### src/rtl/uart_tx_engine_p.sv
// UART transmit engine in the bit-clock domain: TX FIFO, runtime frame format,
// CTS gating and break generation. One clk_uart cycle is one bit time.
//
// state  | meaning
// IDLE   | line marking, waiting for a character or a break request
// START  | start bit (low)
// DATA   | data bits, LSB first
// PARITY | even/odd parity bit
// STOP   | stop bit(s); also the single mark cycle that ends a break
// BREAK  | line held low while break_req is high
module uart_tx_engine_p #(
  parameter int DATA_W     = 8,
  parameter int FIFO_DEPTH = 16,
  parameter int AW         = $clog2(FIFO_DEPTH)
) (
  input  logic              clk_uart,
  input  logic              rst_n,
  input  logic [3:0]        cfg_data_bits,
  input  logic [1:0]        cfg_parity,
  input  logic              cfg_stop,
  input  logic              cfg_cts_en,
  input  logic              cts_n,
  input  logic              break_req,
  input  logic              wr_valid,
  input  logic [DATA_W-1:0] wr_data,
  output logic              wr_ready,
  output logic [AW:0]       fifo_level,
  output logic              fifo_empty,
  output logic              fifo_full,
  output logic              tx_out,
  output logic              tx_busy,
  output logic              tx_done
);

  typedef enum logic [2:0] {IDLE, START, DATA, PARITY, STOP, BREAK} state_t;

  localparam logic [AW:0] DEPTH_LVL = (AW+1)'(FIFO_DEPTH);

  state_t            state;
  logic [DATA_W-1:0] mem [FIFO_DEPTH];
  logic [AW-1:0]     wr_ptr;
  logic [AW-1:0]     rd_ptr;
  logic [AW:0]       level;
  logic              push;
  logic              pop;

  logic [DATA_W-1:0] head;
  logic [DATA_W-1:0] head_masked;
  logic [DATA_W-1:0] mask;
  logic [DATA_W-1:0] shift;
  logic [3:0]        n_eff;
  logic [3:0]        n_len;
  logic [3:0]        bit_cnt;
  logic              par_en_eff;
  logic              par_bit_eff;
  logic              par_en;
  logic              par_bit;
  logic              two_stop;
  logic              stop_cnt;
  logic              brk_mark;
  logic              last_stop;
  logic              frame_edge;
  logic              start_ok;

  assign fifo_level = level;
  assign fifo_empty = (level == '0);
  assign fifo_full  = (level == DEPTH_LVL);
  assign wr_ready   = !fifo_full;
  assign push       = wr_valid && wr_ready;
  assign tx_busy    = (state != IDLE);

  always_comb begin
    if (cfg_data_bits < 4'd5)
      n_eff = 4'd5;
    else if (cfg_data_bits > 4'(DATA_W))
      n_eff = 4'(DATA_W);
    else
      n_eff = cfg_data_bits;
  end

  always_comb begin
    mask = '0;
    for (int i = 0; i < DATA_W; i++)
      mask[i] = (i < int'(n_eff));
  end

  assign head        = mem[rd_ptr];
  assign head_masked = head & mask;
  assign par_en_eff  = (cfg_parity == 2'd1) || (cfg_parity == 2'd2);
  assign par_bit_eff = (^head_masked) ^ (cfg_parity == 2'd2);

  // Frame boundaries are the only points where CTS, break and the FIFO are looked at.
  assign last_stop  = (state == STOP) && (brk_mark || (stop_cnt == two_stop));
  assign frame_edge = (state == IDLE) || (last_stop && !brk_mark);
  assign start_ok   = !fifo_empty && (!cfg_cts_en || !cts_n);
  assign pop        = frame_edge && !break_req && start_ok;

  always_ff @(posedge clk_uart) begin
    if (push)
      mem[wr_ptr] <= wr_data;
  end

  always_ff @(posedge clk_uart or negedge rst_n) begin
    if (!rst_n) begin
      wr_ptr <= '0;
      rd_ptr <= '0;
      level  <= '0;
    end else begin
      if (push)
        wr_ptr <= wr_ptr + AW'(1);
      if (pop)
        rd_ptr <= rd_ptr + AW'(1);
      case ({push, pop})
        2'b10:   level <= level + (AW+1)'(1);
        2'b01:   level <= level - (AW+1)'(1);
        default: level <= level;
      endcase
    end
  end

  // tx_out and tx_done are loaded with the value of the state being entered.
  always_ff @(posedge clk_uart or negedge rst_n) begin
    if (!rst_n) begin
      state    <= IDLE;
      tx_out   <= 1'b1;
      tx_done  <= 1'b0;
      shift    <= '0;
      n_len    <= 4'd5;
      bit_cnt  <= '0;
      par_en   <= 1'b0;
      par_bit  <= 1'b0;
      two_stop <= 1'b0;
      stop_cnt <= 1'b0;
      brk_mark <= 1'b0;
    end else begin
      tx_done <= 1'b0;
      case (state)
        IDLE: begin
          tx_out <= 1'b1;
          if (break_req) begin
            state  <= BREAK;
            tx_out <= 1'b0;
          end else if (pop) begin
            state    <= START;
            tx_out   <= 1'b0;
            shift    <= head_masked;
            n_len    <= n_eff;
            par_en   <= par_en_eff;
            par_bit  <= par_bit_eff;
            two_stop <= cfg_stop;
          end
        end
        START: begin
          state   <= DATA;
          tx_out  <= shift[0];
          shift   <= shift >> 1;
          bit_cnt <= '0;
        end
        DATA: begin
          if (bit_cnt == n_len - 4'd1) begin
            if (par_en) begin
              state  <= PARITY;
              tx_out <= par_bit;
            end else begin
              state    <= STOP;
              tx_out   <= 1'b1;
              stop_cnt <= 1'b0;
              tx_done  <= !two_stop;
            end
          end else begin
            bit_cnt <= bit_cnt + 4'd1;
            tx_out  <= shift[0];
            shift   <= shift >> 1;
          end
        end
        PARITY: begin
          state    <= STOP;
          tx_out   <= 1'b1;
          stop_cnt <= 1'b0;
          tx_done  <= !two_stop;
        end
        STOP: begin
          tx_out <= 1'b1;
          if (!last_stop) begin
            stop_cnt <= 1'b1;
            tx_done  <= 1'b1;
          end else if (brk_mark) begin
            state    <= IDLE;
            brk_mark <= 1'b0;
          end else if (break_req) begin
            state  <= BREAK;
            tx_out <= 1'b0;
          end else if (pop) begin
            state    <= START;
            tx_out   <= 1'b0;
            shift    <= head_masked;
            n_len    <= n_eff;
            par_en   <= par_en_eff;
            par_bit  <= par_bit_eff;
            two_stop <= cfg_stop;
          end else begin
            state <= IDLE;
          end
        end
        BREAK: begin
          if (break_req) begin
            tx_out <= 1'b0;
          end else begin
            state    <= STOP;
            tx_out   <= 1'b1;
            stop_cnt <= 1'b0;
            brk_mark <= 1'b1;
          end
        end
        default: begin
          state  <= IDLE;
          tx_out <= 1'b1;
        end
      endcase
    end
  end

endmodule

### config.mk
export PLATFORM = sky130hd
export DESIGN_NAME = uart_tx_engine_p
export DESIGN_NICKNAME = d
export VERILOG_FILES = /design/src/rtl/uart_tx_engine_p.sv
export SDC_FILE = /design/constraint.sdc
export NUM_CORES = 1
export LEC_CHECK = 0
export CORE_ASPECT_RATIO = 1.2
export CORE_UTILIZATION = 45
export CTS_CLUSTER_DIAMETER = 30
export DETAILED_ROUTE_END_ITERATION = 7
export PLACE_DENSITY_LB_ADDON = 0.12
export SLEW_MARGIN = 20
export SYNTH_ARGS = -nofsm -noshare
export SYNTH_HDL_FRONTEND = slang
export SYNTH_SLANG_ARGS = --single-unit
### constraint.sdc
create_clock -name clk_uart -period 3.2 [get_ports clk_uart]
set_input_delay 0.64 -clock clk_uart [delete_from_list [all_inputs] [get_ports clk_uart]]
set_output_delay 0.64 -clock clk_uart [all_outputs]
set_load 0.005 [all_outputs]
==> results of run 1 <==
[layer usage]
layer	GRT usage, %	up-vias	wire length [um]
li1	-	1933	-
met1	22.8	2100	6160
met2	32.7	84	7700
met3	3.92	22	422
met4	7.56	0	235
met5	0	-	0
[worst max path at each step]
stage / start / end / slack [ns] / depth (start not counted)
finish: fifo_level[1] / fifo_level[4] / 0.49 / 13
global route: fifo_level[1] / fifo_level[4] / 0.20 / 13
CTS: fifo_level[1] / shift[3] / 0.40 / 8
detailed placement: break_req / fifo_level[4] / 0.23 / 13
global placement: break_req / fifo_level[4] / 0.27 / 13
floorplan: fifo_level[1] / fifo_level[4] / 0.33 / 13
[sequential cells by signal (all words and copies together), names as in the netlist]
signal / cells
tx_done: 1
brk_mark: 1
bit_cnt: 4
rd_ptr: 4
stop_cnt: 1
tx_out: 1
two_stop: 1
shift: 8
n_len: 4
par_en: 1
state: 3
fifo_level: 5
mem: 128
wr_ptr: 4
par_bit: 1
[per-stage QoR]
| step | cell area [um^2] | utilization (%) |
|---|---|---|
| after floorplan | 7260 | - |
| after global placement | 7930 | 50.5 |
| after detailed placement | 7930 | 50.5 |
| after CTS | 8610 | 54.8 |
| after global routing | 8620 | 54.9 |
| final | 8620 | 54.9 |
[kinds of logic (layout without fill, tap and decap cells)]
group / after synthesis / in the layout
simple gates: 99 / 99
mux: 53 / 53
fa+ha+maj: 13 / 13
xor+xnor: 25 / 25
flops: 167 / 167
buf+inv: 38 / 107
compound gates: 82 / 82
[placed cells by master, fill, tap and decap left out, types with 8 or more instances in the layout]
| cell type | Yosys | routed |
|---|---|---|
| edfxtp_1 | 128 | 128 |
| nand2_1 | 42 | 42 |
| a21oi_1 | 19 | 19 |
| xor2_1 | 10 | 10 |
| mux2i_1 | 26 | 26 |
| buf_4 | 0 | 26 |
| ha_1 | 12 | 12 |
| mux4_2 | 15 | 15 |
| a221oi_1 | 8 | 8 |
| clkbuf_16 | 0 | 17 |
| inv_1 | 16 | 16 |
| clkdlybuf4s50_1 | 0 | 30 |
| nor2_1 | 24 | 24 |
| mux4_1 | 8 | 8 |
| xnor2_1 | 12 | 12 |
| dfrtp_1 | 36 | 35 |
| o21ai_0 | 26 | 26 |
[power breakdown]
part | switching (W) | internal, W
clock | 0.000861 | 0.00149
sequential | 0.000293 | 0.00275
combinational | 0.00158 | 0.00147
[worst max-delay path, delay by kind of cell (launching register included)]
family                   cells  cell delay, ns
AO/OA/AOI/OAI                2            0.32
XOR/XNOR                     2            0.27
adder cells (fa/ha/maj)      2            0.46
buffers and inverters        3            0.24
flip-flops                   1            0.43
AND/OR/NAND/NOR              4            0.86
[layout make-up]
type                       instances  area [um^2]  share of cell area (%)
tap                              208          260                    3.02
inverter                          16         60.1                   0.697
clock buffer                      17          425                    4.94
multi-input combinational        272         2250                    26.1
sequential                       167         4820                    56.0
timing repair buffer              59          541                    6.27
clock inverter                    15          260                    3.02
==> impl_metrics.json, run 1 <==
{
  "path_cells": "nor4_1, nor2b_1, nand4b_1, inv_1, ha_1, inv_1, fa_1, inv_1, a21o_1, a21oi_1, xnor2_1, nor2_1, xor2_1",
  "synth_seq_cells": 167,
  "postCtsSetupBuffers": 0,
  "rsz0062_at_grt": "no",
  "wirelength_um": 14500,
  "cts_resized": 0,
  "grt-ovfl-total": 0,
  "reg2regPathDepth": 13,
  "yosys.area.top_type": "edfxtp_1",
  "synth-edff-count": 128,
  "die_h_um": 141,
  "finalCritPeriodShare_pct": 84.7,
  "yosys.area_share.xor_xnor_pct": 3.50,
  "syn_avg_cell_area_um2": 15.2,
  "tightest_slew_ns": 0.899,
  "root_buffer": "clkbuf_16",
  "hold_viol": 0,
  "synth_top_area_share_pct": 53.0,
  "vdd_drop_max_mv": 0.405,
  "gp_congestion": 0.770,
  "preCtsSetupSlack_ns": 0.231,
  "worstPathArrival_ns": 3.01,
  "min_period_ns": 2.71,
  "num_antenna_cells": 0,
  "syn_inst": 477,
  "dpl.cell_count": 722,
  "wl_per_cell_um": 19.3,
  "reg2reg_slack_ns": 0.49,
  "avgViaCountPerCell": 5.49,
  "synth_most_common_cell": "edfxtp_1",
  "critPathMaxStageDelay_ns": 0.43,
  "ys_warn_count": 0,
  "htree_levels": 4,
  "finalPower_w": 0.00844,
  "first_pass_iters": 4,
  "drc": 0,
  "synth_fa_ha_area_share_pct": 2.34,
  "synth_seq_area_share_pct": 66.5,
  "r2r_end": "fifo_level[4]",
  "power_leakage_nw": 3.21,
  "die_x_um": 118,
  "drt_iter0_markers": 204,
  "hold_ws_ns": 0.341,
  "synth_compound_area_share_pct": 7.12,
  "status": "complete, no violations",
  "fmax_mhz": 369,
  "cts_buffers": 17,
  "hp-class": "in -> async",
  "ant_nets": 0,
  "cp_slowest_cell": "dfrtp_1",
  "yosys.area_share.simple_pct": 6.16,
  "numPortBuffers": 31,
  "coreArea_mm2": 0.0157,
  "clock_path_buffers": 2,
  "die-area_mm2": 0.0166,
  "fin_nets": 567,
  "track_usage_pct": 18.8,
  "cts_tree": "done",
  "drv_slew": 0,
  "worstSetupStartpointType": "flip-flop",
  "worst_setup_hold_path_clk_slew_ns": 0.06,
  "synth.distinct_cells": 49,
  "finClkSkew_ns": 0.00736,
  "path_class": "reg -> reg",
  "initial_core_util_pct": 46.2,
  "antenna_found_initial": 0,
  "maxSlewHeadroom_pct": 40.1,
  "setup_tns_ns": 0,
  "clock-sinks": 167,
  "reg2reg_from": "fifo_level[1]",
  "p_per_area_mw_per_mm2": 980,
  "cap_violations": 0,
  "syn-num-nets": 511,
  "synth_area_mm2": 0.00726,
  "ys.flop_type": "edfxtp_1",
  "synth_mux_area_share_pct": 11.8,
  "crit_fanout": 5,
  "synthTopCellsByCount": "edfxtp_1, nand2_1, dfrtp_1",
  "grt_max_degree": 40,
  "routed-via-count": 4139,
  "cts_hold_buf": 0,
  "layoutNonFillerInstCount": 754,
  "filler_cell_count": 1256,
  "dp.final_hpwl_um": 10100,
  "first_global_vias": 4306,
  "crit_top_cell": "inv_1",
  "pin_count": 32,
  "cp.required_ns": 3.50,
  "grt_pass1_wl_um": 23200,
  "areaGrowthSynthToFinish_pct": 18.8,
  "synthArstFlopShare_pct": 23.4,
  "clk_latency_ns": 0.42,
  "synth_top_family_by_area": "multiplexers",
  "setup_viol": 0,
  "yosys-top-cells-area": "edfxtp_1, dfrtp_1, mux4_2, mux2i_1, mux4_1",
  "crit_path_end_kind": "flip-flop",
  "drive_above_1_share_pct": 15.8,
  "rows": 50,
  "worst_slack_ns": 0.488
}
Power figures use the tool's default switching activity.
==> inputs of run 2 (changes only) <==
==> constraint.sdc (replaced) <==
create_clock -name clk_uart -period 2.8 [get_ports clk_uart]
set_input_delay 0.56 -clock clk_uart [delete_from_list [all_inputs] [get_ports clk_uart]]
set_output_delay 0.56 -clock clk_uart [all_outputs]
set_load 0.005 [all_outputs]
==> run 2 against run 1 <==
Against the previous run: wire length is 0.50% higher; combinational power increased by 17%; clock skew up 0.0020 ns; highest routed layer unchanged; first-iteration DRC count is 20% higher; critical path depth decreased by 7.
==> impl_metrics.json, run 2 (synthesis gave the netlist of run 1 again) <==
{
  "first_pass_iters": 5,
  "crit_fanout": 11,
  "status": "complete, no violations",
  "final_cell_mix": "edfxtp_1, nand2_1, dfrtp_1, buf_4, clkdlybuf4s50_1",
  "final_common_cell": "edfxtp_1",
  "fmax_mhz": 378,
  "grt_max_degree": 40,
  "cts_tree": "done",
  "dp.final_hpwl_um": 10200,
  "clock-sinks": 167,
  "drv_slew": 0,
  "drive_above_1_share_pct": 17.5,
  "die-area_mm2": 0.0166,
  "cts_buffers": 17,
  "first_global_vias": 4281,
  "maxSlewHeadroom_pct": 40.1,
  "final_area_mm2": 0.00862,
  "clock_path_buffers": 2,
  "wl_per_cell_um": 19.1,
  "num_antenna_cells": 0,
  "cts_hold_buf": 0,
  "largest_register_ffs": 128,
  "filler_cell_count": 1269,
  "fin_nets": 576,
  "power_leakage_nw": 3.20,
  "wirelength_um": 14600,
  "postPlaceCellArea_mm2": 0.00798,
  "tightest_slew_ns": 0.898,
  "gp_congestion": 0.809,
  "setup_viol": 0,
  "rsz0062_at_grt": "no",
  "multiInputGateArea_mm2": 0.00227,
  "grt-ovfl-total": 0,
  "regMostFlops": "mem",
  "regArea_mm2": 0.00483,
  "die_x_um": 118,
  "p_per_area_mw_per_mm2": 1080,
  "initial_core_util_pct": 46.2,
  "antenna_found_initial": 0,
  "worstSetupStartpointType": "flip-flop",
  "ant_nets": 0,
  "avgViaCountPerCell": 5.36,
  "reg2reg_from": "rd_ptr[0]",
  "vdd_drop_max_mv": 0.449,
  "root_buffer": "clkbuf_16",
  "areaGrowthSynthToFinish_pct": 18.8,
  "rows": 50,
  "htree_levels": 4,
  "cap_violations": 0,
  "grt_pass1_wl_um": 23500,
  "path_class": "reg -> reg",
  "coreArea_mm2": 0.0157,
  "cp.required_ns": 3.11,
  "worstPathArrival_ns": 2.96,
  "track_usage_pct": 19.0,
  "clk_latency_ns": 0.42,
  "die_h_um": 141,
  "hp-class": "in -> async",
  "drc": 0,
  "numPortBuffers": 31,
  "cp-startpoint": "rd_ptr[0]",
  "finClkSkew_ns": 0.00934,
  "pin_count": 32,
  "hold_viol": 0,
  "routed-via-count": 4089,
  "finalCritPeriodShare_pct": 94.5,
  "setup_tns_ns": 0,
  "crit_path_end_kind": "flip-flop",
  "drt_iter0_markers": 244,
  "min_period_ns": 2.65,
  "worst_setup_hold_path_clk_slew_ns": 0.07
}
run 2: final timing paths:
check                                 to  slack [ns]  depth (start not counted)
max                              par_bit        0.15                          6
max in group asynchronous      rd_ptr[0]        1.87                          1
min                        fifo_level[0]        0.26                          1
min in group clk_uart            par_bit        0.49                          2
min reg2reg                      par_bit        0.49                          2
max reg2reg                      par_bit        0.15                          6
run 2: routing by layer:
metal	vias to the layer above	global-route usage [%]	share of wire [%]
met5	-	0	0
met4	0	6.68	1.5
met1	2046	22.7	42
met2	71	33.5	54
li1	1955	-	-
met3	17	4.37	2.5
run 2: what timing repair did:
action / in CTS / in global routing
resized for setup: 0 / 6
buffers inserted: 0 / 0
setup endpoints to repair: 0 / 2
hold endpoints to repair: 0 / 0
run 2: power by group:
group	switching (W)	internal, W	leakage (nW)	total (W)
registers	0.000345	0.00315	1.64	0.00349
clock network	0.000951	0.00132	0.272	0.00227
logic	0.00179	0.00177	1.28	0.00356
run 2: through the flow:
stage	hold slack, ns	power (W)	setup slack (ns)	std cells	utilization [%]
final	0.263	0.00932	0.154	763	54.9
after global routing	0.328	0.00993	0.00431	763	54.9
after CTS	0.275	0.00934	0.0598	762	54.5
after detailed placement	0.477	0.00705	-0.0156	730	50.8
after global placement	0.470	0.00698	0.0696	730	50.8
after floorplan	0.264	0.00601	0.00602	477	-
run 2: layout make-up:
type | count | area share [%]
Tap cell | 208 | 3.02
Timing Repair Buffer | 68 | 7.16
Inverter | 16 | 0.697
Sequential cell | 167 | 56.0
Clock buffer | 18 | 4.98
Multi-Input combinational cell | 272 | 26.4
Clock inverter | 14 | 1.76
run 2: critical path: stages (launching register included):
cell	delay, ns
dfrtp_4	0.58
mux4_1	0.65
mux4_2	0.54
xnor2_2	0.19
xnor3_1	0.34
xnor2_1	0.17
o21ai_1	0.07
